**config.mk**
```make
export PLATFORM = sky130hd
export DESIGN_NAME = axi_req_index_arbiter
export DESIGN_NICKNAME = d
export VERILOG_FILES = /design/src/rtl/axi_req_index_arbiter.sv
export SDC_FILE = /design/constraint.sdc
export NUM_CORES = 1
export LEC_CHECK = 0
export BUFFER_PORTS_ARGS = -buffer_cell sky130_fd_sc_hd__buf_4
export CAP_MARGIN = 10
export CORE_MARGIN = 5
export CORE_UTILIZATION = 50
export CTS_CLUSTER_DIAMETER = 30
export DETAILED_ROUTE_END_ITERATION = 8
export HOLD_SLACK_MARGIN = 0.08
export MAX_ROUTING_LAYER = met4
export PLACE_DENSITY_LB_ADDON = 0.1
export SLEW_MARGIN = 20
export SYNTH_ARGS = -nofsm -noshare
export SYNTH_HDL_FRONTEND = slang
export SYNTH_SLANG_ARGS = --single-unit
```
**constraint.sdc**
```tcl
create_clock -name clk -period 3.25 [get_ports clk]
set_input_delay 0.1625 -clock clk [delete_from_list [all_inputs] [get_ports clk]]
set_output_delay 0.1625 -clock clk [all_outputs]
set_load 0.02 [all_outputs]
```
**src/rtl/axi_req_index_arbiter.sv**
```systemverilog
// AXI AR/AW request arbiter: accepts at most one address per cycle, extracts the
// cache set index and pushes {is_write, id, addr} into the request FIFO one cycle later.
module axi_req_index_arbiter #(
  parameter int ADDR_WIDTH   = 64,
  parameter int ID_WIDTH     = 16,
  parameter int INDEX_WIDTH  = 4,
  parameter int OFFSET_WIDTH = 6,
  parameter int ARB_MODE     = 0,
  parameter int STARVE_LIMIT = 4,
  localparam int FIFO_DW     = 1 + ID_WIDTH + ADDR_WIDTH
) (
  input  logic                   clk,
  input  logic                   rst_n,
  input  logic [ID_WIDTH-1:0]    arid_i,
  input  logic [ADDR_WIDTH-1:0]  araddr_i,
  input  logic                   arvalid_i,
  output logic                   arready_o,
  input  logic [ID_WIDTH-1:0]    awid_i,
  input  logic [ADDR_WIDTH-1:0]  awaddr_i,
  input  logic                   awvalid_i,
  output logic                   awready_o,
  output logic [INDEX_WIDTH-1:0] index_o,
  output logic                   index_valid_o,
  input  logic                   fifo_afull_i,
  output logic                   fifo_write_en_o,
  output logic [FIFO_DW-1:0]     fifo_data_o
);

  localparam int SW = $clog2(STARVE_LIMIT + 1);
  localparam logic [SW-1:0] STARVE_MAX = SW'(STARVE_LIMIT);

  generate
    if (OFFSET_WIDTH + INDEX_WIDTH > ADDR_WIDTH) begin : g_bad_index
      $error("axi_req_index_arbiter: OFFSET_WIDTH+INDEX_WIDTH exceeds ADDR_WIDTH");
    end
    if (STARVE_LIMIT < 1) begin : g_bad_starve
      $error("axi_req_index_arbiter: STARVE_LIMIT must be at least 1");
    end
  endgenerate

  typedef enum logic {GRANT_RD, GRANT_WR} grant_e;

  grant_e               last_grant;
  logic [SW-1:0]        starve_cnt;
  logic                 gnt_rd;
  logic                 gnt_wr;
  logic                 xfer_rd;
  logic                 xfer_wr;
  logic [ID_WIDTH-1:0]  req_id;
  logic [ADDR_WIDTH-1:0] req_addr;

  always_comb begin
    gnt_rd = 1'b0;
    gnt_wr = 1'b0;
    if (!fifo_afull_i) begin
      if (arvalid_i && awvalid_i) begin
        if (ARB_MODE == 0) begin
          gnt_wr = (last_grant == GRANT_RD);
          gnt_rd = (last_grant == GRANT_WR);
        end else begin
          gnt_wr = (starve_cnt == STARVE_MAX);
          gnt_rd = (starve_cnt != STARVE_MAX);
        end
      end else begin
        gnt_rd = arvalid_i;
        gnt_wr = awvalid_i;
      end
    end
  end

  // Readies are forced low while reset is held, independent of the clock.
  assign arready_o = gnt_rd & rst_n;
  assign awready_o = gnt_wr & rst_n;
  assign xfer_rd   = arvalid_i & arready_o;
  assign xfer_wr   = awvalid_i & awready_o;
  assign req_id    = xfer_wr ? awid_i   : arid_i;
  assign req_addr  = xfer_wr ? awaddr_i : araddr_i;

  always_ff @(posedge clk or negedge rst_n) begin
    if (!rst_n) begin
      last_grant <= GRANT_RD;
      starve_cnt <= '0;
    end else begin
      if (xfer_wr)      last_grant <= GRANT_WR;
      else if (xfer_rd) last_grant <= GRANT_RD;

      if (!awvalid_i || xfer_wr)
        starve_cnt <= '0;
      else if (xfer_rd && starve_cnt != STARVE_MAX)
        starve_cnt <= starve_cnt + 1'b1;
    end
  end

  always_ff @(posedge clk or negedge rst_n) begin
    if (!rst_n) begin
      fifo_write_en_o <= 1'b0;
      index_valid_o   <= 1'b0;
      fifo_data_o     <= '0;
      index_o         <= '0;
    end else begin
      fifo_write_en_o <= xfer_rd | xfer_wr;
      index_valid_o   <= xfer_rd | xfer_wr;
      if (xfer_rd || xfer_wr) begin
        fifo_data_o <= {xfer_wr, req_id, req_addr};
        index_o     <= req_addr[OFFSET_WIDTH+INDEX_WIDTH-1:OFFSET_WIDTH];
      end
    end
  end

endmodule

```
-- Word-level counts from Yosys, hierarchy flattened
Index checks and enable logic that the tools add are counted.
- mux-type cells: 8
- bitwise logic cells: 6
- reductions and logical operators: 3
- operator list (operator ; count):
    64-bit two-way mux ; 1
    16-bit two-way mux ; 1
    1-bit two-way mux ; 6
    1-bit AND ; 4
    2-bit nonzero test ; 1
    1-bit logical AND ; 1
    1-bit logical OR ; 1
    1-bit NOT ; 1
    1-bit OR ; 1
- bits in registers: 87
- input bits: 165
- output and inout port bits: 89
- word-level logic and storage cells: 21

-- Depth between registers and ports, before layout
Gate-level depths: netlist of run 1.
- depth in word-level cells: 7
- mapped depth: 5
- gate-level depth less buffers: 3

-- Least setup slack after synthesis of run 1
Ideal clock, no wire load.
- path kind: reg2out
- from: reg fifo_data_o[80] (netlist name)
- to: out arready_o
- arrival: 1.164 ns
- data required time: 3.087 ns
- slack: 1.923 ns
- stages on the path, launching flop included: 5
- cells stage by stage: dfrtp_1 -> buf_2 -> buf_2 -> inv_2 -> a21oi_1
- RTL lines (what ; RTL line ; source):
    end: declaration ; 17 ; output logic arready_o,

==> summary.md, run 1 <==
| Metric | Value |
|---|---|
| DR vias | 4941 |
| Status | finished, final reports clean |
| Max-slew violation count | 0 |
| Sw frac | about 36% |
| Seq pwr share | between 30% and 40% |
| PwrDens | between 400 and 500 nW/um2 |
| Critical-path maximum fanout | 44 |
| Die X | 111 um |
| Fin util | between 70% and 80% |
| Fmax | between 0.4 and 0.5 GHz |
| Rows | 36 |
| Critical path launch point type | register |
| Synth Flop Type | dfrtp_1 |
| Yosys top cell by area | dfrtp_1 |
| CTS tree | yes |
| Share of cells above drive strength 1 | between 50% and 60% |
| Die height | between 100 and 150 um |
| Syn_area_per_cell | ~11 um2 |
| Number of flops mapped to enable cells by yosys | 0 |
| Buffers added on ports | 253 |
| Number of fill cells in the layout | about 750 |
| Total power draw | 0.00349 W |
| Largest net degree at the start of global routing | 82 |
| Antenna-violating nets left | 0 |
| CTS Root Cell | clkbuf_8 |
| Critical path required time | slightly above 3 ns |
| Clock sink total | 82 |
| Final min period | approximately 2.4 ns |
| Routed WL per cell | 20.3 um |
| Post-Syn Nets | about 650 |
| Cell Int Power | 0.00224 W |
| CP endpoint kind | output port |
| Net count reported at finish | a little under 900 |
| RSZ-0062 raised after global routing | no |
| Commonest cells post-synth | dfrtp_1 (82), inv_1 (80), o21ai_0 (80) |
| Top-count cell post-synth | dfrtp_1 |
| Netlist cell types | 20 |
| Clock power share | ~24% |
| Die area | 12300 um2 |
| Top post-synthesis cells by area | dfrtp_1 (40%), o211ai_2 (19%), o2111ai_2 (8.9%) |
| Synth async-reset ratio | 100% |
| Max clock buf depth | 2 |
| Dpl hpwl | 11.9 mm |
| Setup_tns | 0 ns |
| Setup CP Type | reg -> out |
| GP Congestion | ~0.83 |
| VDD IR-drop max | around 0.22 mV |
| Initial Util | between 50% and 60% |
| Setup Skew | between 0.01 and 0.015 ns |
| Postcts setup bufs | 0 |
| Ports | between 200 and 300 |
| Layout Area Growth over Synthesis | 42.8% |
| Vias in the first global route | between 5000 and 6000 |
| Sequential area share after synthesis | about two fifths |
| NetSw | roughly 0.0013 W |
| Comb power frac | a little under two fifths |
| Worst Hold Class | in -> reg |
| First DRT Iteration DRCs | 340 |
| Htree depth | 3 |
| Post-cts sizing count | 0 |
| Pin slew with the least headroom to its limit | between 0.8 and 0.9 ns |
| # diodes | 0 |
| Core area | between 9000 and 10000 um2 |
| Synthesized instance count | between 400 and 500 |
| Tcrit/Tclk final | between 70% and 80% |
| First-pass GRT wire length | around 27 mm |
| TritonRoute pass-1 iters | 5 |
| Max-Slew Margin vs Limit | 45.8% |
| Worst-path clk slew | approximately 0.090 ns |
| Multi-input gate area | roughly 2400 um2 |
| Yosys top cell area share | approximately two fifths |
| Final WL | approximately 17 mm |
| Initial antenna violation count | 0 |
| Final setup viols | 0 |
| Overflow after GRT | 0 |
| Synthesized flop and latch total | 82 |
| Skew-Pair Late Insertion Delay | ~0.35 ns |
| Final hold violations | 0 |
| DRC viols | 0 |
| CP arrival | ~2.2 ns |
| Vias/cell | roughly 6 |
| Synth warn | 0 |
| Cts bufs inserted | 9 |
| Syn Std Cell Area | 5080 um2 |
| GRT Total Usage | a little over a quarter |
| Max cap viols | 0 |
| Static leakage | ~3.5 nW |
| Register area | between 2000 and 2500 um2 |
==> logic make-up (layout without fill, tap and decap cells) <==
group / Yosys count / count (layout) / synth area share [%]
AO/OA/AOI/OAI: 242 / 242 / 45.1
AND/OR/NAND/NOR: 7 / 7 / 0.937
flip-flops: 82 / 82 / 40.4
buffers and inverters: 149 / 376 / 13.5
==> power groups by stage <==
stage	Sequential, W	Combinational [W]	Clock (W)
detailed placement	0.00136	0.00128	0
global route	0.00137	0.00136	0.000905
floorplan	0.00154	0.000498	0
finish	0.00135	0.00128	0.000851
global placement	0.00136	0.00125	0
CTS	0.00135	0.00129	0.000861
==> layer usage <==
metal  track usage (%)  share of wire (%)  vias to the layer above
met5                 -                  0                        -
met2              44.6                 50                      276
met1              33.1                 40                     2393
met4              9.85                2.4                        0
met3              6.71                7.8                       37
li1                  -                  -                     2235
==> critical path: stages (launching register included) <==
cell and delay (ns):
dfrtp_4 0.82, nand2_1 0.18, nand3_4 0.31, buf_4 0.38
inv_2 0.04, buf_4 0.16
==> worst paths after layout <==
| path | start | to | slack (ns) | cells past startpoint |
|---|---|---|---|---|
| max | fifo_data_o[80]$_DFFE_PN0P_ | awready_o | 0.85 | 5 |
| min | awaddr_i[56] | fifo_data_o[56]$_DFFE_PN0P_ | 0.09 | 3 |
| max reg2reg | fifo_data_o[80]$_DFFE_PN0P_ | fifo_data_o[26]$_DFFE_PN0P_ | 1.16 | 4 |
| min reg2reg | fifo_data_o[58]$_DFFE_PN0P_ | fifo_data_o[58]$_DFFE_PN0P_ | 0.55 | 2 |
| max in group asynchronous | rst_n | fifo_data_o[80]$_DFFE_PN0P_ | 1.79 | 3 |
| min in group asynchronous | rst_n | fifo_data_o[53]$_DFFE_PN0P_ | 0.28 | 2 |
==> registers in the layout, summed over array words and instances (netlist names) <==
name and cells:
fifo_data_o 78, fifo_write_en_o 1, index_o 3
==> area by class of cell <==
class | count | area share (%)
Timing Repair Buffer | 277 | 29.5
Tap cell | 133 | 2.30
Inverter | 83 | 4.30
Sequential cell | 82 | 28.4
Clock buffer | 10 | 1.90
Clock inverter | 6 | 1.23
Multi-Input combinational cell | 249 | 32.5
==> layout by cell type (no fill, tap or decap) <==
cell / instances
a21oi_1: 1
buf_12: 2
buf_4: 263
bufinv_16: 2
clkbuf_8: 10
clkinv_2: 1
clkinvlp_4: 2
dfrtp_1: 81
dfrtp_4: 1
dlygate4sd3_1: 12
inv_1: 80
inv_2: 3
inv_6: 1
nand2_1: 2
nand2b_2: 1
nand3_4: 1
nor2_1: 1
nor2_4: 1
nor2b_4: 1
o2111ai_1: 50
o2111ai_2: 30
o211ai_1: 2
o211ai_2: 78
o21ai_0: 80
o21ai_1: 1
==> stage by stage <==
| step | cell area [um2] | instances | worst slack [ns] | hold WS (ns) |
|---|---|---|---|---|
| floorplan | 5080 | 480 | 1.92 | -0.133 |
| global placement | 6900 | 812 | 1.24 | 0.116 |
| detailed placement | 6900 | 812 | 1.15 | 0.124 |
| CTS | 7190 | 834 | 0.837 | 0.0810 |
| global route | 7250 | 840 | 0.716 | 0.0806 |
| finish | 7250 | 840 | 0.847 | 0.0871 |
==> timing repair <==
| item | 4_1_cts | 5_1_grt |
|---|---|---|
| hold endpoints to repair | 31 | 6 |
| endpoints found under the setup margin | 0 | 0 |
| hold buffers | 6 | 6 |
(Power assumes the default switching activity.)
==> run 2: changes to the inputs <==
--- a/config.mk
+++ b/config.mk
@@ -8,7 +8,7 @@
 export BUFFER_PORTS_ARGS = -buffer_cell sky130_fd_sc_hd__buf_4
 export CAP_MARGIN = 10
 export CORE_MARGIN = 5
-export CORE_UTILIZATION = 50
+export CORE_UTILIZATION = 47
 export CTS_CLUSTER_DIAMETER = 30
 export DETAILED_ROUTE_END_ITERATION = 8
 export HOLD_SLACK_MARGIN = 0.08
==> constraint.sdc (replaced) <==
create_clock -name clk -period 2.5 [get_ports clk]
set_input_delay 0.125 -clock clk [delete_from_list [all_inputs] [get_ports clk]]
set_output_delay 0.125 -clock clk [all_outputs]
set_load 0.02 [all_outputs]
==> run 2 against run 1 <==
Cell count increased by 17%. Total power increased by 37%. Die area increased by 5.8%. Clock power increased by 11%. Global-route usage increased by 2.6 points. Register-to-register slack got worse by 0.77 ns. Routed wire length increased by 11%. Combinational power increased by 66%. First-iteration DRC count increased by 46%. Cell area increased by 19%. Via count increased by 12%. Largest cell class is now non-clock buffers.
==> summary.md, run 2 (synthesized netlist as in run 1, its figures left out) <==
| Metric | Value |
|---|---|
| Die height | 114 um (+2.9%) |
| Htree depth | 3 (unchanged) |
| Max cap viols | 0 (unchanged) |
| Initial antenna violation count | 0 (unchanged) |
| Critical path required time | 2.73 ns (-0.36 ns) |
| Cts hold-fix bufs | 148 (+142) |
| VDD IR-drop max | 0.366 mV (+68%) |
| CTS Root Cell | clkbuf_8 |
| Placed Instances | 821 (+1.1%) |
| HP Start | araddr_i[25] |
| First DRT Iteration DRCs | 496 (+46%) |
| Final WL | 18.9 mm (+11%) |
| Vias in the first global route | 5959 (+16%) |
| Post-cts sizing count | 0 (unchanged) |
| Cts bufs inserted | 9 (unchanged) |
| Net count reported at finish | 1005 (+16%) |
| Share of cells above drive strength 1 | 47.1% (-9.1 points) |
| Tcrit/Tclk final | approximately nine tenths |
| TritonRoute pass-1 iters | 5 (unchanged) |
| CP endpoint kind | register |
| Core area | 10700 um2 (+8.9%) |
| Buffers added on ports | 253 (unchanged) |
| Max-Slew Margin vs Limit | 29.2% (-17 points) |
| Clock sink total | 82 (unchanged) |
| Final min period | about 2.3 ns |
| Layout Area Growth over Synthesis | 69.7% |
| Capture point of the worst path | fifo_data_o[47]$_DFFE_PN0P_ |
| Skew-Pair Late Insertion Delay | 0.35 ns (about the same) |
| Crit Reg-Reg Startpoint | fifo_data_o[80]$_DFFE_PN0P_ |
| Antenna-violating nets left | 0 (unchanged) |
| # diodes | 0 (unchanged) |
| Die area | 13000 um2 (+5.8%) |
| Rows | 38 (+5.6%) |
| Critical path launch point type | input port |
| PwrDens | 554 nW/um2 (+15%) |
| Setup_tns | 0 ns (unchanged) |
| Status | finished, final reports clean |
| Most flops, register | fifo_data_o |
| DR vias | 5534 (+12%) |
| Total power draw | 0.00477 W (+37%) |
| Static leakage | 4.14 nW (+18%) |
| Max-slew violation count | 0 (unchanged) |
| Crit path from | rst_n |
| CTS tree | yes |
| Ports | 254 (unchanged) |
| Largest register FFs | 78 (unchanged) |
| CP arrival | 2.49 ns (+0.25 ns) |
| Fmax | approximately 0.44 GHz |
| Pin slew with the least headroom to its limit | 1.06 ns (+0.248 ns) |
| RSZ-0062 raised after global routing | no |
| Overflow after GRT | 0 (unchanged) |
| Setup CP Type | in -> reg |
| Worst Hold Class | in -> reg |
| Critical-path maximum fanout | 36 (-18%) |
| Most common cell after layout, fill and taps aside | buf_4 |
| Die X | 114 um (+2.9%) |
| Biggest regs | fifo_data_o (78), index_o (3), fifo_write_en_o (1) |
| Worst reg-to-reg path cell count | 5 (+1) |
| Post-Layout Cell Count | 985 (+17%) |
| Final hold violations | 0 (unchanged) |
| Final setup viols | 0 (unchanged) |
| GRT Total Usage | 30.0% (+2.6 points) |
| Max clock buf depth | 2 (unchanged) |
| Setup Skew | 0.00589 ns (-0.00768 ns) |
| Commonest cells after routing, fill and taps aside | buf_4 (263), dlygate4sd3_1 (148), dfrtp_1 (81) |
| Vias/cell | 5.62 (-4.5%) |
| DRC viols | 0 (unchanged) |
| Postcts setup bufs | 0 (unchanged) |
| Dpl hpwl | 11.2 mm (-6.2%) |
| R2R Path End | fifo_data_o[64]$_DFFE_PN0P_ |
| R2R setup slack | 0.39 ns (-0.77 ns) |
| First-pass GRT wire length | 30.4 mm (+13%) |
| Largest net degree at the start of global routing | 82 (unchanged) |
| Worst-path clk slew | 0.08 ns (about the same) |
| Routed WL per cell | 19.2 um (-5.4%) |
| Initial Util | 47.5% (-4.2 points) |
| GP Congestion | 0.835 (+0.30%) |
run 2: worst min path at each step:
stage	to	slack [ns]	cells past startpoint
floorplan	fifo_data_o[0]$_DFFE_PN0P_	-0.17	0
detailed placement	fifo_data_o[69]$_DFFE_PN0P_	0.22	2
CTS	fifo_data_o[42]$_DFFE_PN0P_	0.08	3
global placement	fifo_data_o[69]$_DFFE_PN0P_	0.21	2
finish	fifo_data_o[25]$_DFFE_PN0P_	0.1	3
global route	fifo_data_o[68]$_DFFE_PN0P_	0.1	3
run 2: area by class of cell:
class / instances / area [um2]
multi-input cells: 249 / 2350
clock buffers: 10 / 128
flip-flops and latches: 82 / 2060
clock inverters: 6 / 57.6
inverters: 83 / 312
well taps: 140 / 175
repair buffers: 415 / 3540
fillers: 645 / 2080
run 2: routing by layer:
layer,GRT usage (%),vias to the layer above,wire [um]
met5,-,-,0
met4,15.0,0,828
met3,5.31,64,1490
met2,48.2,295,9430
met1,36.3,2666,7150
li1,-,2509,-
run 2: report_power, final:
part / switching (W) / leakage (nW) / internal [W] / total [W]
registers: 0.000139 / 1.01 / 0.00157 / 0.00171
clock network: 0.000490 / 0.0958 / 0.000456 / 0.000946
logic: 0.00105 / 3.03 / 0.00107 / 0.00212
run 2: critical path, cell delays in order:
cell and delay (ns):
dlygate4sd3_1 0.53, buf_4 0.14, nand2b_2 0.39, buf_12 0.34, o21ai_0 0.26, o211ai_2 0.12
dlygate4sd3_1 0.56
run 2: per-stage QoR:
stage | hold WS, ns | util [%] | area [um2] | setup slack [ns]
finish | 0.0997 | 80.5 | 8620 | 0.242
detailed placement | 0.218 | 65.0 | 6950 | 0.889
global route | 0.0951 | 80.5 | 8620 | 0.112
CTS | 0.0816 | 80.5 | 8620 | 0.266
global placement | 0.209 | 65.0 | 6950 | 0.935
floorplan | -0.171 | - | 5080 | 1.21
